[src/rtl/conv_corriente_bcd_if.sv]
// conv_corriente_bcd_if: start/done handshake and result bus of the current-to-BCD converter
interface conv_corriente_bcd_if #(
  parameter int IN_W   = 5,
  parameter int DIGITS = 4
);
  logic                  start;
  logic [IN_W-1:0]       corriente;
  logic [4*DIGITS-1:0]   digitos;
  logic                  busy;
  logic                  done;
  logic                  err;
  modport master (output start, corriente, input digitos, busy, done, err);
  modport slave  (input start, corriente, output digitos, busy, done, err);
endinterface

[src/rtl/conv_corriente_bcd.sv]
// conv_corriente_bcd: scales a current code by STEP and converts it to blanked BCD via double-dabble
module conv_corriente_bcd #(
  parameter int          IN_W    = 5,
  parameter int          STEP    = 50,
  parameter int          MAX_VAL = 20,
  parameter int          DIGITS  = 4,
  parameter logic [3:0]  BLANK   = 4'hA
) (
  input  logic            clk,
  input  logic            reset,
  conv_corriente_bcd_if.slave bus
);
  localparam int PW = IN_W + $clog2(STEP + 1);
  localparam int DW = 4 * DIGITS;
  localparam int CW = $clog2(PW + 1);
  localparam logic [DW-1:0] RST_DIG = {{(DIGITS-1){BLANK}}, 4'h0};
  typedef enum logic [1:0] {IDLE, LOAD, SHIFT, FMT} state_t;
  state_t          state, next;
  logic [IN_W-1:0] code;
  logic [PW-1:0]   prod;
  logic [DW-1:0]   scratch, adj, fin, shown, digitos;
  logic [CW-1:0]   cnt;
  logic            err, bad, seen, accept, last;
  // the done cycle also accepts a new start, so back-to-back requests cost no idle cycle
  assign accept = bus.start && (state == IDLE || state == FMT);
  assign last   = state == SHIFT && cnt == CW'(1);
  assign bad    = int'(code) > MAX_VAL;
  // state register
  always_ff @(posedge clk or posedge reset)
    if (reset) state <= IDLE;
    else       state <= next;
  // next-state logic
  always_comb
    next = accept          ? LOAD  :
           state == LOAD   ? SHIFT :
           state == SHIFT  ? (last ? FMT : SHIFT) :
                             IDLE;
  // add-3 correction on every BCD digit that is 5 or more, then the shifted scratch value
  always_comb begin
    adj = '0;
    for (int d = 0; d < DIGITS; d++)
      adj[4*d +: 4] = scratch[4*d +: 4] >= 4'd5 ? scratch[4*d +: 4] + 4'd3 : scratch[4*d +: 4];
    fin = {adj[DW-2:0], prod[PW-1]};
  end
  // leading-zero blanking from the top digit down; units always shown
  always_comb begin
    shown = fin;
    seen  = 1'b0;
    for (int d = DIGITS - 1; d > 0; d--) begin
      seen              = seen | (fin[4*d +: 4] != 4'h0);
      shown[4*d +: 4]   = seen ? fin[4*d +: 4] : BLANK;
    end
  end
  // datapath: latch code, multiply, iterate, and publish the result as FMT is entered
  always_ff @(posedge clk or posedge reset)
    if (reset) begin
      code    <= '0;
      prod    <= '0;
      scratch <= '0;
      cnt     <= '0;
      digitos <= RST_DIG;
      err     <= 1'b0;
    end else begin
      if (accept) code <= bus.corriente;
      if (state == LOAD) begin
        prod    <= PW'(code) * PW'(STEP);
        scratch <= '0;
        cnt     <= CW'(PW);
      end
      if (state == SHIFT) begin
        scratch <= fin;
        prod    <= prod << 1;
        cnt     <= cnt - 1'b1;
      end
      if (last) begin
        digitos <= bad ? '0 : shown;
        err     <= bad;
      end
    end
  assign bus.digitos = digitos;
  assign bus.err     = err;
  assign bus.busy    = state == LOAD || state == SHIFT;
  assign bus.done    = state == FMT;
endmodule

[src/flat_wrapper.sv]
// flat-port wrapper written by rule: the top's interface ports become plain ports
module conv_corriente_bcd_flat 
#(
  parameter int          IN_W    = 5,
  parameter int          STEP    = 50,
  parameter int          MAX_VAL = 20,
  parameter int          DIGITS  = 4,
  parameter logic [3:0]  BLANK   = 4'hA
)
  (clk, reset, bus_start, bus_corriente, bus_digitos, bus_busy, bus_done, bus_err);
  conv_corriente_bcd_if #(.IN_W(IN_W), .DIGITS(DIGITS)) bus_i ();
  input  logic clk;
  input  logic reset;
  input wire logic [$bits(bus_i.start)-1:0] bus_start;
  input wire logic [$bits(bus_i.corriente)-1:0] bus_corriente;
  output wire logic [$bits(bus_i.digitos)-1:0] bus_digitos;
  output wire logic [$bits(bus_i.busy)-1:0] bus_busy;
  output wire logic [$bits(bus_i.done)-1:0] bus_done;
  output wire logic [$bits(bus_i.err)-1:0] bus_err;
  assign bus_i.start = bus_start;
  assign bus_i.corriente = bus_corriente;
  assign bus_digitos = bus_i.digitos;
  assign bus_busy = bus_i.busy;
  assign bus_done = bus_i.done;
  assign bus_err = bus_i.err;
  conv_corriente_bcd #(.IN_W(IN_W), .STEP(STEP), .MAX_VAL(MAX_VAL), .DIGITS(DIGITS), .BLANK(BLANK)) u_core (.clk(clk), .reset(reset), .bus(bus_i));
endmodule
[config.mk]
export PLATFORM = sky130hd
export DESIGN_NAME = conv_corriente_bcd_flat
export DESIGN_NICKNAME = d
export VERILOG_FILES = /design/src/rtl/conv_corriente_bcd_if.sv /design/src/rtl/conv_corriente_bcd.sv /design/src/flat_wrapper.sv
export SDC_FILE = /design/constraint.sdc
export NUM_CORES = 1
export LEC_CHECK = 0
export ABC_AREA = 1
export CORE_MARGIN = 1.5
export CORE_UTILIZATION = 52
export CTS_CLUSTER_DIAMETER = 60
export CTS_CLUSTER_SIZE = 20
export DETAILED_ROUTE_END_ITERATION = 8
export PLACE_DENSITY = 0.78
export SLEW_MARGIN = 5
export SYNTH_ARGS = -nofsm -noshare
export SYNTH_HDL_FRONTEND = slang
export SYNTH_SLANG_ARGS = --single-unit
[constraint.sdc]
create_clock -name clk -period 2.5 [get_ports clk]
set_clock_uncertainty 0.15 [all_clocks]
set_input_delay 0.625 -clock clk [delete_from_list [all_inputs] [get_ports clk]]
set_output_delay 0.625 -clock clk [all_outputs]
set_load 0.05 [all_outputs]
# --- Word-level counts from Yosys, hierarchy flattened ---
# Cells that the tools add are included.
classes:
  add_sub_neg: 5
  magnitude_cmp: 5
  reduce_logical: 9
  multipliers: 1
  n_mux: 18
  n_eq_ne: 4
  bitwise_logic: 2
op_table:
  columns: ["op", "n"]
  rows:
  - ["16-bit 2-to-1 mux", 3]
  - ["4-bit 2-to-1 mux", 8]
  - ["11-bit 2-to-1 mux", 2]
  - ["4-bit by 3-bit greater-or-equal comparator with 1-bit output (second input constant)", 4]
  - ["4-bit by 2-bit adder with 4-bit output (second input constant)", 3]
  - ["4-bit nonzero test", 3]
  - ["5-bit by 5-bit multiplier with 10-bit output (second input constant)", 1]
  - ["2-bit 2-to-1 mux", 3]
  - ["5-bit greater-than comparator (second input constant)", 1]
  - ["2-bit == test (second input constant)", 2]
  - ["4-bit by 1-bit == test with 1-bit output (second input constant)", 1]
  - ["4-bit by 1-bit subtractor with 4-bit output (second input constant)", 1]
  - ["3-bit by 2-bit adder with 3-bit output (second input constant)", 1]
  - ["3-bit 2-to-1 mux", 1]
  - ["2-bit by 1-bit == test with 1-bit output (second input constant)", 1]
  - ["1-bit logical AND", 2]
  - ["2-bit zero test", 1]
  - ["1-bit logical OR", 2]
  - ["1-bit OR", 2]
  - ["2-bit nonzero test", 1]
  - ["1-bit 2-to-1 mux", 1]
word_totals:
  regBits: 55
  out_inout_bits: 19

# --- Logic depth before layout (Yosys ltp) ---
logic_depth:
  ltp_word: 7
  mapped_depth: 13
  ltp_nobuf: 13

# --- Worst setup path after synthesis ---
# No wires, ideal clock.
synth_path:
  path_kind: "register to register"
  from: "register u_core.code[3]"
  to: "register u_core.prod[9]"
  path_slack_ns: 0.095
  t_arrival_ns: 2.117
  path_buffers: 0
  t_required_ns: 2.211
  synth_period_minus_slack_ns: 2.405
  stages_incl_launch_ff: 11
  cell_sequence: "dfrtp_1 -> inv_1 -> ha_1 -> inv_1 -> ha_1 -> ha_1 -> ha_1 -> nand2_1 -> o21ai_0 -> xor2_1 -> o221ai_1"
synth_between:
  elab_chain_cells: 3
synth_lines:
  columns: ["item", "line_no", "source"]
  rows:
  - ["start: declaration", "conv_corriente_bcd.sv:19", "logic [IN_W-1:0] code;"]
  - ["start signal: assignment", "conv_corriente_bcd.sv:64", "if (accept) code <= bus.corriente;"]
  - ["5-bit by 5-bit multiplier with 10-bit output", "conv_corriente_bcd.sv:66", "prod <= PW'(code) * PW'(STEP);"]
  - ["11-bit 2-to-1 mux", "conv_corriente_bcd.sv:65", "if (state == LOAD) begin"]
  - ["11-bit 2-to-1 mux", "conv_corriente_bcd.sv:70", "if (state == SHIFT) begin"]
  - ["end signal: assignment", "conv_corriente_bcd.sv:66", null]
  - ["end signal: assignment", "conv_corriente_bcd.sv:72", "prod <= prod << 1;"]
  - ["end: declaration", "conv_corriente_bcd.sv:20", "logic [PW-1:0] prod;"]
# Every way passes these cells. The select of a mux whose other input is x is not followed.
# A chain may end at the register's enable or synchronous reset.

# --- Worst setup path in the final report ---
layout_path:
  from: "register u_core.digitos[13] (netlist: u_core.bus.digitos[13])"
  to: "output bus_digitos[13]"
layout_rtl:
  columns: ["item", "line_no", "source"]
  rows:
  - ["start: declaration", "conv_corriente_bcd.sv:21", "logic [DW-1:0] scratch, adj, fin, shown, digitos;"]
  - ["start signal: assignment", "conv_corriente_bcd.sv:76", "digitos <= bad ? '0 : shown;"]
  - ["end: declaration", "flat_wrapper.sv:16", "output wire logic [$bits(bus_i.digitos)-1:0] bus_digitos;"]
# No word-level cell between the ends.

==> impl_metrics.py <==
metrics = {
    "worst_setup_path": {
        "r2r-end": "u_core.prod[9]$_DFFE_PP0P_",
        "required_ps": 1730,
        "cp_num_buf_inv": 1,
        "crit_fanout": 2,
        "arrival_ps": 1640,
        "critical_path.cell_chain": "clkdlybuf4s50_1",
        "critPathKind": "reg -> out",
        "crit_path_end_kind": "output port",
        "cpLargestDelayFamily": "buffers and inverters",
        "crit_path_max_incr_delay_ps": 800,
        "startpoint_type": "flip-flop",
        "crit_slowest_cell": "clkdlybuf4s50_1",
        "reg2reg_from": "u_core.code[3]$_DFFE_PP0P_",
        "reg2reg_depth": 10,
        "ff2ff_setup_slack_ps": 100,
    },
    "route": {
        "final_antenna_net_count": 0,
        "wl_per_cell_um": 13.8,
        "drc": 0,
        "drtIter0Drc": 110,
        "via_count": 2430,
        "firstDrtPassIters": 4,
        "drt_wl_total_mm": 6.17,
        "viasPerCell": 5.41,
    },
    "global_route": {
        "grt_pass1_vias": 2403,
        "grt_pass1_wl_mm": 10.7,
        "grtUsageTotal_pct": 21.8,
        "grt_max_degree": 23,
        "antenna_found_initial": 0,
        "gr-total-overflow": 0,
    },
    "clock_network": {
        "cts_root_buffer": "clkbuf_8",
        "clockBufferDepth": 2,
        "clk_pin_slew_worst_paths_ps": 90,
        "cts_buffers": 5,
        "cts_sinks": 54,
        "cts.htree.levels": 2,
        "holdBufCountCts": 0,
        "cts_tree": "yes",
        "clock_latency_ps": 300,
    },
    "finish": {
        "final_nets": 420,
        "antennaDiodeCount": 0,
        "syn_to_final_growth_pct": 17.5,
        "drive_gt1_share_pct": 16.7,
        "final_area_mm2": 0.00356,
    },
    "floorplanning": {
        "rows": 27,
        "core_mm2": 0.00557,
        "die_w_um": 79.4,
        "die_y_um": 79.4,
        "io_pins": 27,
        "dieArea_mm2": 0.00630,
        "initial_core_util_pct": 54.4,
    },
    "min_path": {
        "hold_path.class": "reg -> reg",
        "hold_start": "u_core.bus.digitos[9]$_DFFE_PP1P_",
        "hold_end": "u_core.bus.digitos[9]$_DFFE_PP1P_",
        "min_path_cells": 2,
    },
    "power": {
        "power.total_mw": 4.52,
        "worst_ir_drop_vdd_v": 0.000683,
        "p_leak_nw": 1.79,
        "powerDensity_mw_per_mm2": 1270,
    },
    "outcome": {
        "status": "completed",
    },
    "yosys": {
        "synth_edf_count": 0,
        "synth_ff_type": "dfrtp_1",
        "yosys_warnings": 0,
        "ys_seq_area_share_pct": 44.8,
        "syn_area_mm2": 0.00303,
        "synth-seq-cells": 54,
        "synthTopCellsByArea": "dfrtp_1 (40%), ha_1 (14%), nand2_1 (9.7%)",
        "yosysMostFrequentCell": "nand2_1",
        "yosys.area.top_type_share_pct": 39.6,
        "syn-num-nets": 384,
        "netlist_instances": 341,
        "synth-async-reset-ratio_pct": 100,
        "synth_cell_types": 29,
        "synth.avg_cell_area_um2": 8.89,
        "yosysTopAreaCell": "dfrtp_1",
        "yosys-top-cells-count": "nand2_1 (78), dfrtp_1 (48), inv_1 (39), ha_1 (34), o22ai_1 (16)",
    },
    "sta": {
        "relSlewSlack_pct": 66.1,
        "setup_viol": 0,
        "hold_viol": 0,
        "whs_ps": 326,
        "slew_violations": 0,
        "fin_crit_sh_pct": 96.7,
        "period_needed_ps": 2420,
        "timing.fmax_mhz": 413,
        "worst_pin_slew_ps": 507,
    },
    "run": {
        "drv_cap": 0,
    },
    "placed_design": {
        "placed_area_mm2": 0.00345,
        "portBuffers": 26,
        "place_congestion": 0.895,
        "hpwl_mm": 4.47,
    },
}
kinds of logic (layout without fill, tap and decap cells):
kind of cell	after synthesis	count (layout)	synth area share [%]
and+or+nand+nor	131	131	20.1
AOI/OAI and AO/OA	59	59	11.6
buffers and inverters	57	93	7.26
DFF	54	54	44.8
adders and majority gates	35	35	14.7
xor gates and xnor gates	4	4	1.16
muxes	1	1	0.371
power by group:
| group | switching, mW | internal (mW) |
|---|---|---|
| clock network | 0.277 | 0.189 |
| registers | 0.146 | 1.16 |
| logic | 1.69 | 1.05 |
| total | 2.11 | 2.40 |
worst reg2reg max path, delay by kind of cell (launching register included):
| family | cells | cell delay (ps) |
|---|---|---|
| xor gates and xnor gates | 1 | 160 |
| and+or+nand+nor | 1 | 70 |
| adders and majority gates | 4 | 1180 |
| buffers and inverters | 2 | 110 |
| AOI/OAI and AO/OA | 2 | 240 |
| DFF | 1 | 370 |
worst max path at each step:
stage / slack (ps) / cells past startpoint / end / startpoint
2_1_floorplan: 90 / 10 / u_core.prod[9]$_DFFE_PP0P_ / u_core.code[3]$_DFFE_PP0P_
3_3_place_gp: 110 / 10 / u_core.prod[9]$_DFFE_PP0P_ / u_core.code[3]$_DFFE_PP0P_
3_5_place_dp: 30 / 10 / u_core.prod[9]$_DFFE_PP0P_ / u_core.code[3]$_DFFE_PP0P_
4_1_cts: 10 / 10 / u_core.prod[9]$_DFFE_PP0P_ / u_core.code[3]$_DFFE_PP0P_
5_1_grt: -30 / 10 / u_core.prod[9]$_DFFE_PP0P_ / u_core.code[3]$_DFFE_PP0P_
6_report: 80 / 1 / bus_digitos[13] / u_core.bus.digitos[13]$_DFFE_PP1P_
layout make-up:
type / count / area, um^2
Clock inverter: 2 / 10.0
Inverter: 51 / 191
Sequential cell: 54 / 1360
Timing Repair Buffer: 35 / 363
Multi-Input combinational cell: 230 / 1480
Tap cell: 72 / 90.1
Fill cell: 463 / 2010
Clock buffer: 5 / 68.8
repair_timing:
item,in CTS,in global routing
buffers inserted,0,1
endpoints found under the setup margin,0,3
resized for setup,0,8
registers in the layout, indices dropped and copies added, names as in the netlist:
register,count
u_core.code,5
u_core.bus.digitos,16
u_core.bus.err,1
u_core.scratch,16
u_core.state,2
u_core.cnt,4
u_core.prod,10
through the flow:
stage | worst slack (ps) | instances | setup TNS [ps] | utilization (%)
6_report | 81.3 | 449 | 0 | 63.9
5_1_grt | -26.3 | 449 | -38.8 | 63.9
4_1_cts | 9.73 | 448 | 0 | 63.3
3_5_place_dp | 28.5 | 441 | 0 | 61.9
3_3_place_gp | 112 | 441 | 0 | 61.9
2_1_floorplan | 94.7 | 341 | 0 | -
layer usage:
layer / vias to the layer above / track usage, % / share of wire (%)
met3: 8 / 4.11 / 4.2
li1: 1192 / - / -
met1: 1173 / 28.5 / 47
met2: 57 / 36.0 / 47
met4: 0 / 7.89 / 1.4
met5: - / 0 / 0
cells in the final DEF, fill, tap and decap left out, drive strengths merged:
cell | synthesis | final
o21ai | 23 | 23
dfrtp | 48 | 48
o221ai | 5 | 5
and2 | 2 | 2
o21bai | 2 | 2
fa | 1 | 1
nand4 | 7 | 7
o22ai | 16 | 16
clkinv | 0 | 2
xor2 | 3 | 3
nand2 | 89 | 89
mux2 | 1 | 1
xnor2 | 1 | 1
nor2 | 16 | 16
a22oi | 4 | 4
a31o | 1 | 1
a21oi | 8 | 8
nand3 | 17 | 17
inv | 51 | 51
clkbuf | 1 | 5
ha | 34 | 34
clkdlybuf4s50 | 0 | 25
dfstp | 6 | 6
buf | 5 | 10
Power figures use the tool's default switching activity.
